[src/rtl/apb_req_issuer.sv]
// apb_req_issuer: host command FIFO feeding the two-slave APB bridge user side, one command at a time
// Ports: pclk/preset (async, active-high) clock and reset;
//   req_valid/req_ready/req_write/req_addr/req_wdata host request channel;
//   rsp_valid/rsp_write/rsp_rdata/rsp_err one-cycle host response;
//   transfer/read_write/apb_write_paddr/apb_write_data/apb_read_paddr registered bridge controls;
//   apb_read_data_out bridge read data; penable/pready snooped APB bus for completion.
// Optional: define APB_ISSUE_TIMEOUT_EN to abort a command after TIMEOUT WAIT cycles (rsp_err=1).
module apb_req_issuer #(
    parameter int AW      = 9,
    parameter int DW      = 8,
    parameter int DEPTH   = 4,
    parameter int RD_LAT  = 2,
    parameter int TIMEOUT = 16
) (
    input  logic          pclk,
    input  logic          preset,
    input  logic          req_valid,
    output logic          req_ready,
    input  logic          req_write,
    input  logic [AW-1:0] req_addr,
    input  logic [DW-1:0] req_wdata,
    output logic          rsp_valid,
    output logic          rsp_write,
    output logic [DW-1:0] rsp_rdata,
    output logic          rsp_err,
    output logic          transfer,
    output logic          read_write,
    output logic [AW-1:0] apb_write_paddr,
    output logic [DW-1:0] apb_write_data,
    output logic [AW-1:0] apb_read_paddr,
    input  logic [DW-1:0] apb_read_data_out,
    input  logic          penable,
    input  logic          pready
);
    localparam int PW = $clog2(DEPTH);
    localparam int CW = $clog2(RD_LAT + 1);
    localparam logic [PW:0] FULL = (PW + 1)'(DEPTH);
    localparam logic [CW-1:0] RD_LOAD = CW'(RD_LAT);
    localparam logic [CW-1:0] RD_LAST = CW'(1);
    typedef enum logic [2:0] {IDLE, ISSUE, WAIT, RDCAP, RESP} state_t;
    state_t          state;
    logic [DEPTH-1:0] q_write;
    logic [AW-1:0]   q_addr [DEPTH];
    logic [DW-1:0]   q_wdata [DEPTH];
    logic [PW-1:0]   wr_ptr, rd_ptr;
    logic [PW:0]     count;
    logic [CW-1:0]   rd_cnt;
    logic            cur_write;
    logic            push, pop, done, tmo, head_write;
    assign req_ready  = !preset && count != FULL;
    assign push       = req_valid && req_ready;
    assign done       = penable && pready;
    assign pop        = state == WAIT && (done || tmo);
    assign head_write = q_write[rd_ptr];
`ifdef APB_ISSUE_TIMEOUT_EN
    localparam int TW = $clog2(TIMEOUT + 1);
    localparam logic [TW-1:0] T_LAST = TW'(TIMEOUT - 1);
    logic [TW-1:0] wait_cnt;
    assign tmo = state == WAIT && !done && wait_cnt == T_LAST;
    always_ff @(posedge pclk or posedge preset) begin
        if (preset) begin
            wait_cnt <= '0;
            rsp_err  <= 1'b0;
        end else begin
            wait_cnt <= state == WAIT ? wait_cnt + TW'(1) : '0;
            if (pop) rsp_err <= tmo;
        end
    end
`else
    assign tmo = 1'b0;
    // constant 0 for any legal TIMEOUT; keeps the parameter referenced with the watchdog compiled out
    assign rsp_err = TIMEOUT < 0;
`endif
    // storage needs no reset: only entries below count are ever read
    always_ff @(posedge pclk) begin
        if (push) begin
            q_write[wr_ptr] <= req_write;
            q_addr[wr_ptr]  <= req_addr;
            q_wdata[wr_ptr] <= req_wdata;
        end
    end
    always_ff @(posedge pclk or posedge preset) begin
        if (preset) begin
            wr_ptr <= '0;
            rd_ptr <= '0;
            count  <= '0;
        end else begin
            wr_ptr <= wr_ptr + PW'(push);
            rd_ptr <= rd_ptr + PW'(pop);
            count  <= count + (PW + 1)'(push) - (PW + 1)'(pop);
        end
    end
    always_ff @(posedge pclk or posedge preset) begin
        if (preset) begin
            state           <= IDLE;
            transfer        <= 1'b0;
            read_write      <= 1'b0;
            apb_write_paddr <= '0;
            apb_write_data  <= '0;
            apb_read_paddr  <= '0;
            rsp_valid       <= 1'b0;
            rsp_write       <= 1'b0;
            rsp_rdata       <= '0;
            rd_cnt          <= '0;
            cur_write       <= 1'b0;
        end else begin
            case (state)
                IDLE: if (count != '0) begin
                    transfer        <= 1'b1;
                    read_write      <= !head_write;
                    cur_write       <= head_write;
                    apb_write_paddr <= head_write ? q_addr[rd_ptr] : '0;
                    apb_write_data  <= head_write ? q_wdata[rd_ptr] : '0;
                    apb_read_paddr  <= head_write ? '0 : q_addr[rd_ptr];
                    state           <= ISSUE;
                end
                ISSUE: state <= WAIT;
                WAIT: if (pop) begin
                    transfer        <= 1'b0;
                    read_write      <= 1'b0;
                    apb_write_paddr <= '0;
                    apb_write_data  <= '0;
                    apb_read_paddr  <= '0;
                    rsp_write       <= cur_write;
                    // writes and aborted commands answer next cycle; reads wait for bridge read data
                    if (cur_write || tmo) begin
                        rsp_valid <= 1'b1;
                        rsp_rdata <= '0;
                        state     <= RESP;
                    end else begin
                        rd_cnt <= RD_LOAD;
                        state  <= RDCAP;
                    end
                end
                RDCAP: begin
                    rd_cnt <= rd_cnt - CW'(1);
                    // data becomes valid RD_LAT cycles after completion; latch it on the last count
                    if (rd_cnt == RD_LAST) begin
                        rsp_rdata <= apb_read_data_out;
                        rsp_valid <= 1'b1;
                        state     <= RESP;
                    end
                end
                RESP: begin
                    rsp_valid <= 1'b0;
                    state     <= IDLE;
                end
                default: state <= IDLE;
            endcase
        end
    end
endmodule

[config.mk]
export PLATFORM = sky130hd
export DESIGN_NAME = apb_req_issuer
export DESIGN_NICKNAME = d
export VERILOG_FILES = /design/src/rtl/apb_req_issuer.sv
export SDC_FILE = /design/constraint.sdc
export NUM_CORES = 1
export LEC_CHECK = 0
export ABC_AREA = 1
export ABC_CLOCK_PERIOD_IN_PS = 2810
export CELL_PAD_IN_SITES_DETAIL_PLACEMENT = 1
export CELL_PAD_IN_SITES_GLOBAL_PLACEMENT = 2
export CORE_MARGIN = 4
export CORE_UTILIZATION = 37
export CTS_BUF_LIST = sky130_fd_sc_hd__clkbuf_2 sky130_fd_sc_hd__clkbuf_4 sky130_fd_sc_hd__clkbuf_8
export DETAILED_ROUTE_END_ITERATION = 10
export MAX_ROUTING_LAYER = met4
export PLACE_DENSITY = 0.93
export SKIP_CTS_REPAIR_TIMING = 1
export SYNTH_ARGS = -nofsm -noshare
export SYNTH_HDL_FRONTEND = slang
export SYNTH_SLANG_ARGS = --single-unit
[constraint.sdc]
create_clock -name pclk -period 2.81 [get_ports pclk]
set_input_delay 0.843 -clock pclk [delete_from_list [all_inputs] [get_ports pclk]]
set_output_delay 0.843 -clock pclk [all_outputs]
set_load 0.005 [all_outputs]
==> results.tsv, run 1 <==
metric	value	unit
switching power	2.26	mW
core area	0.0138	mm²
Core Util, Final	46.7	%
number of global-route vias before repair	3922	
initial antenna violation count	1	
first-pass GRT wire length	19.9	mm
Least-Margin Pin Slew	667	ps
Die Span X	127	µm
syn_area_per_cell	10.6	µm²
sequential share of power	41.7	%
Post-synth EDFFs	72	
Post-synth top flop	edfxtp_1	
DRT Pass-1 Iters	5	
clk root buf	clkbuf_8	
vias per inst	4.80	
required time worst endpoint	1970	ps
DRC	0	
Syn Nets	526	
Setup WS pre-CTS	25.1	ps
Syn-to-layout area delta	24.2	%
RSZ-0062 raised after global routing	false	
post-synth cell types	30	
clk sinks	123	
post-route ant nets	0	
Starting Density	37.6	%
crit path DAT	1550	ps
Sw Share	36.3	%
asr flop ratio synth	41.5	%
max-slew violation count	0	
Detail Placement HPWL	8.12	mm
GPL Wtd Cong	0.800	
placed cell areas	0.00611	mm²
worst hold-check path type	reg -> reg	
gr usage total	16.5	%
CP endpoint kind	output pin	
input/output buffers	69	
grt total ovfl	0	
CP startpoint kind	input pin	
Setup CP Type	in -> out	
num rows	43	
Routed WL	12.0	mm
Num CTS Buffers	17	
worst skew pair latency	440	ps
post-route cell area	0.00646	mm²
Die ar.	0.0160	mm²
fin worst setup slack	414	ps
Max Cap Violations	0	
Ys Warns	0	
Leak	2.89	nW
clock tree buffer depth	2	
Combinational Power Share	36.5	%
Worst Clk Skew	10.2	ps
Synth Instances	491	
Mapped Area	0.00520	mm²
chip height	127	µm
DR WL/cell	15.8	µm
status	completed	
clock slew at reported path FFs	60	ps
footprint of the multi-input gates	0.00143	mm²
final count of hold timing violations	0	
fmax	417	MHz
Slew headroom	55.6	%
PwrDens	961	mW/mm²
CTS tree	built	
final setup fails	0	
Final min period	2400	ps
number of fill cells in the layout	1524	
Seq cells post-synth	123	
Via Count	3655	
Clk pwr share	21.9	%
largest net degree at the start of global routing	52	
io pins	71	
share of the yosys chip area belonging to registers	66.1	%
final net count	603	
Setup TNS Final	0	ps
worst-path fanout max	2	
final hold slack	468	ps
Internal	3.95	mW
H-tree lvl count	4	
share of layout cells above drive strength 1	13.4	%
Final Cycle Share	85.3	%
DRC marker count from the first detailed-route iteration	240	
Reg area	0.00344	mm²
peak supply drop	0.000287	V
## path summary, 6_finish.rpt
path                                               start                             end  slack (ps)  depth (start not counted)
worst max-delay path                              preset                       req_ready         410                          3
max in group asynchronous                         preset  apb_write_paddr[6]$_DFFE_PP0P_        1260                          4
worst max register to register       rd_ptr[0]$_DFF_PP0_   apb_write_data[5]$_DFFE_PP0P_         700                          7
worst min-delay path            rsp_rdata[5]$_DFFE_PP0P_        rsp_rdata[5]$_DFFE_PP0P_         470                          2
worst min register to register  rsp_rdata[5]$_DFFE_PP0P_        rsp_rdata[5]$_DFFE_PP0P_         470                          2
min in group asynchronous                         preset            state[2]$_DFFE_PP0P_        1100                          4
## synth_stat cells, types with 2 or more instances
| cell | count | area, µm² |
|---|---|---|
| nand2_2 | 2 | 12.5 |
| ha_1 | 3 | 37.5 |
| nor2_2 | 2 | 12.5 |
| nand2_4 | 2 | 22.5 |
| buf_6 | 9 | 101 |
| nor2_1 | 21 | 78.8 |
| inv_2 | 6 | 22.5 |
| inv_1 | 50 | 188 |
| a21oi_1 | 11 | 55.1 |
| nand2_1 | 139 | 522 |
| buf_4 | 4 | 30.0 |
| or2_2 | 9 | 56.3 |
| nand3_1 | 62 | 310 |
| buf_2 | 5 | 25.0 |
| nor3_1 | 4 | 20.0 |
| xor2_1 | 3 | 26.3 |
| o21ai_0 | 21 | 105 |
| nand3_2 | 5 | 50.1 |
| edfxtp_1 | 72 | 2160 |
| dfrtp_1 | 51 | 1280 |
## cell type report
cell class	instances	area share, %
diodes	1	0.0387
clock buffers	28	5.00
clock inverters	4	0.310
inverters	56	3.31
multi-input cells	292	22.1
flip-flops and latches	123	53.2
well taps	180	3.49
repair buffers	78	12.5
## power groups by stage
| stage | clock network (mW) | registers (mW) | logic, mW |
|---|---|---|---|
| final | 1.36 | 2.59 | 2.26 |
| after global routing | 1.47 | 2.64 | 2.58 |
| after CTS | 1.38 | 2.59 | 2.32 |
| after detailed placement | 0 | 2.62 | 2.30 |
| after global placement | 0 | 2.60 | 2.20 |
| after floorplan | 0 | 2.56 | 1.53 |
## state kept, by name, summed over array words and instances, names as in the netlist, 3 cells and up
signal,cells
q_write,4
q_addr,36
apb_write_data,8
apb_write_paddr,9
apb_read_paddr,9
rsp_rdata,8
state,3
count,3
q_wdata,32
## layout by cell type (no fill, tap or decap), types with 7 or more instances in the layout
master             n
dfrtp_1           51
a21oi_1           11
inv_2              7
o21ai_0           21
edfxtp_1          72
clkdlybuf4s50_1   68
inv_1             48
clkbuf_8          18
nand3_1           61
or2_2              9
nor2_1            21
nand2_1          139
clkbuf_4          10
## critical path, cell delays in order
cell	delay, ps
clkdlybuf4s50_1	420
a31oi_1	150
dlymetal6s2s_1	140
## logic make-up (layout without fill, tap and decap cells)
| kind of cell | count (synthesis) | after routing | share of synthesized area [%] |
|---|---|---|---|
| AOI/OAI and AO/OA | 34 | 34 | 3.37 |
| and+or+nand+nor | 249 | 249 | 21.5 |
| adders and majority gates | 4 | 4 | 1.11 |
| DFF | 123 | 123 | 66.1 |
| xor gates and xnor gates | 4 | 4 | 0.674 |
| buffers and inverters | 76 | 166 | 7.19 |
| other | 1 | 2 | 0.0721 |
## layer usage
layer  global-route usage (%)  share of wire (%)  vias to the layer above
li1                         -                  -                     1754
met1                     19.5                 42                     1800
met2                     26.5                 51                       83
met3                     5.09                5.4                       18
met4                     6.18                2.0                        0
met5                        -                  0                        -
## through the flow
stage               total power, mW  cells
finish                         6.21    762
global route                   6.69    762
CTS                            6.29    761
detailed placement             4.92    729
global placement               4.80    729
floorplan                      4.08    491
(Power assumes the default switching activity.)
==> run 2: changes to the inputs <==
CORE_MARGIN = 1.5   (was 4)
==> run 2 against run 1 <==
Cell count increased by 0.13%. Power increased by 1.4%. Sequential power decreased by 2%. Clock skew increased by 2.3 ps. Clock-buffer cell count decreased by 4.
==> results.tsv, run 2 (synthesized netlist as in run 1, its figures left out) <==
metric	value	unit	change
Via Count	3643		-0.33%
Setup TNS Final	0	ps	unchanged
Reg2Reg Setup Slack	830	ps	+130 ps
CP endpoint kind	output pin		
worst skew pair latency	440	ps	about the same
Starting Density	37.6	%	unchanged
DRC marker count from the first detailed-route iteration	230		-4.2%
fmax	361	MHz	-13%
clk root buf	clkbuf_8		
Final Cycle Share	98.5	%	+13 points
num rows	43		unchanged
Max Cap Violations	0		unchanged
final net count	605		+0.33%
share of layout cells above drive strength 1	13.6	%	+0.13 points
initial antenna violation count	0		-1
Setup CP Type	in -> out		
worst hold-check path type	reg -> reg		
CP dominant cell by count	clkdlybuf4s50_1		
chip height	122	µm	-4.0%
ant diodes	0		-1
first-pass GRT wire length	19.0	mm	-4.4%
post-route ant nets	0		unchanged
core area	0.0138	mm²	unchanged
peak supply drop	0.000307	V	+7.2%
worst-path fanout max	2		unchanged
Most flops, register	q_addr		
H-tree lvl count	4		unchanged
CTS tree	built		
Detail Placement HPWL	7.79	mm	-4.0%
largest net degree at the start of global routing	53		+1.9%
worst-path cell chain	clkdlybuf4s50_1 > a31oi_1 > clkdlybuf4s50_1		
PwrDens	975	mW/mm²	+1.6%
number of global-route vias before repair	3873		-1.2%
GPL Wtd Cong	0.771		-3.6%
clk sinks	123		unchanged
Leak	2.88	nW	-0.33%
io pins	71		unchanged
clock tree buffer depth	2		unchanged
commonest non-fill, non-tap cell in the layout	nand2_1		
Slew headroom	55.7	%	+0.11 points
vias per inst	4.77		-0.46%
crit path DAT	1920	ps	+370 ps
gr usage total	17.7	%	+1.3 points
Final min period	2770	ps	+371 ps
final setup fails	0		unchanged
Num CTS Buffers	17		unchanged
Die Span X	122	µm	-4.0%
Routed WL	11.7	mm	-2.6%
DRC	0		unchanged
Core Util, Final	46.7	%	-0.063 points
final count of hold timing violations	0		unchanged
DRT Pass-1 Iters	4		-1
RSZ-0062 raised after global routing	false		
Syn-to-layout area delta	24.0	%	
Slowest cell on crit path	clkdlybuf4s50_1		
Worst Clk Skew	12.6	ps	+2.32 ps
CP startpoint kind	input pin		
Die ar.	0.0148	mm²	-7.7%
clock slew at reported path FFs	70	ps	about the same
peak per-stage delay on the critical path	520	ps	+100 ps
Least-Margin Pin Slew	665	ps	-1.71 ps
input/output buffers	69		unchanged
commonest non-fill, non-tap cells in the layout	nand2_1 (139), edfxtp_1 (72), clkdlybuf4s50_1 (69), nand3_1 (61), dfrtp_1 (51)		
grt total ovfl	0		unchanged
required time worst endpoint	1970	ps	about the same
DR WL/cell	15.3	µm	-2.7%
max-slew violation count	0		unchanged
biggest regs	q_addr x36, q_wdata x32		
max reg flops	36		unchanged
status	completed		
-- run 2: changes by cell type in the layout (fill, tap and decap cells not counted), sizes merged --
cell and change:
clkbuf -4, clkinvlp +2, clkinv +1, buf +2, clkdlybuf4s50 +1, bufinv +1
dlymetal6s2s -1, diode -1
-- run 2: final cells by class --
class / count / area (µm²)
fill: 1528 / 7370
sequential: 123 / 3440
multi-input combinational: 292 / 1430
timing repair buffer: 80 / 773
clock buffer: 24 / 305
tap: 180 / 225
inverter: 56 / 214
clock inverter: 8 / 68.8
-- run 2: routing by layer --
metal | up-vias | routed length (µm) | global-route usage (%)
met5 | - | 0 | -
li1 | 1758 | - | -
met1 | 1789 | 5130 | 21.2
met3 | 19 | 525 | 4.35
met2 | 77 | 5840 | 28.8
met4 | 0 | 218 | 7.35
-- run 2: path summary, 6_finish.rpt --
path,start,end,cells after the start
min reg2reg,rsp_valid$_DFFE_PP0P_,rsp_valid$_DFFE_PP0P_,2
max,preset,req_ready,3
min in group asynchronous,preset,apb_write_data[0]$_DFFE_PP0P_,4
min,rsp_valid$_DFFE_PP0P_,rsp_valid$_DFFE_PP0P_,2
max in group asynchronous,preset,apb_write_paddr[4]$_DFFE_PP0P_,4
max reg2reg,state[2]$_DFFE_PP0P_,count[2]$_DFF_PP0_,10
-- run 2: power breakdown --
part	internal (mW)	switching [mW]	leakage, nW
registers	2.32	0.230	1.31
clock network	0.798	0.650	0.194
logic	0.900	1.39	1.38
-- run 2: through the flow --
stage | hold WS (ps) | worst slack, ps | cell area [µm²] | power, mW | instances
2_1_floorplan | 442 | -171 | 5240 | 4.08 | 491
3_3_place_gp | 453 | 47.3 | 6080 | 4.79 | 731
3_5_place_dp | 464 | 4.56 | 6080 | 4.92 | 731
4_1_cts | 480 | 39.3 | 6450 | 6.39 | 763
5_1_grt | 495 | 8.62 | 6450 | 6.74 | 763
6_report | 475 | 43.0 | 6450 | 6.29 | 763
-- run 2: critical path, delay by kind of cell --
| kind | cells | cell delay (ps) |
|---|---|---|
| buffers and inverters | 2 | 940 |
| AO/OA/AOI/OAI | 1 | 140 |
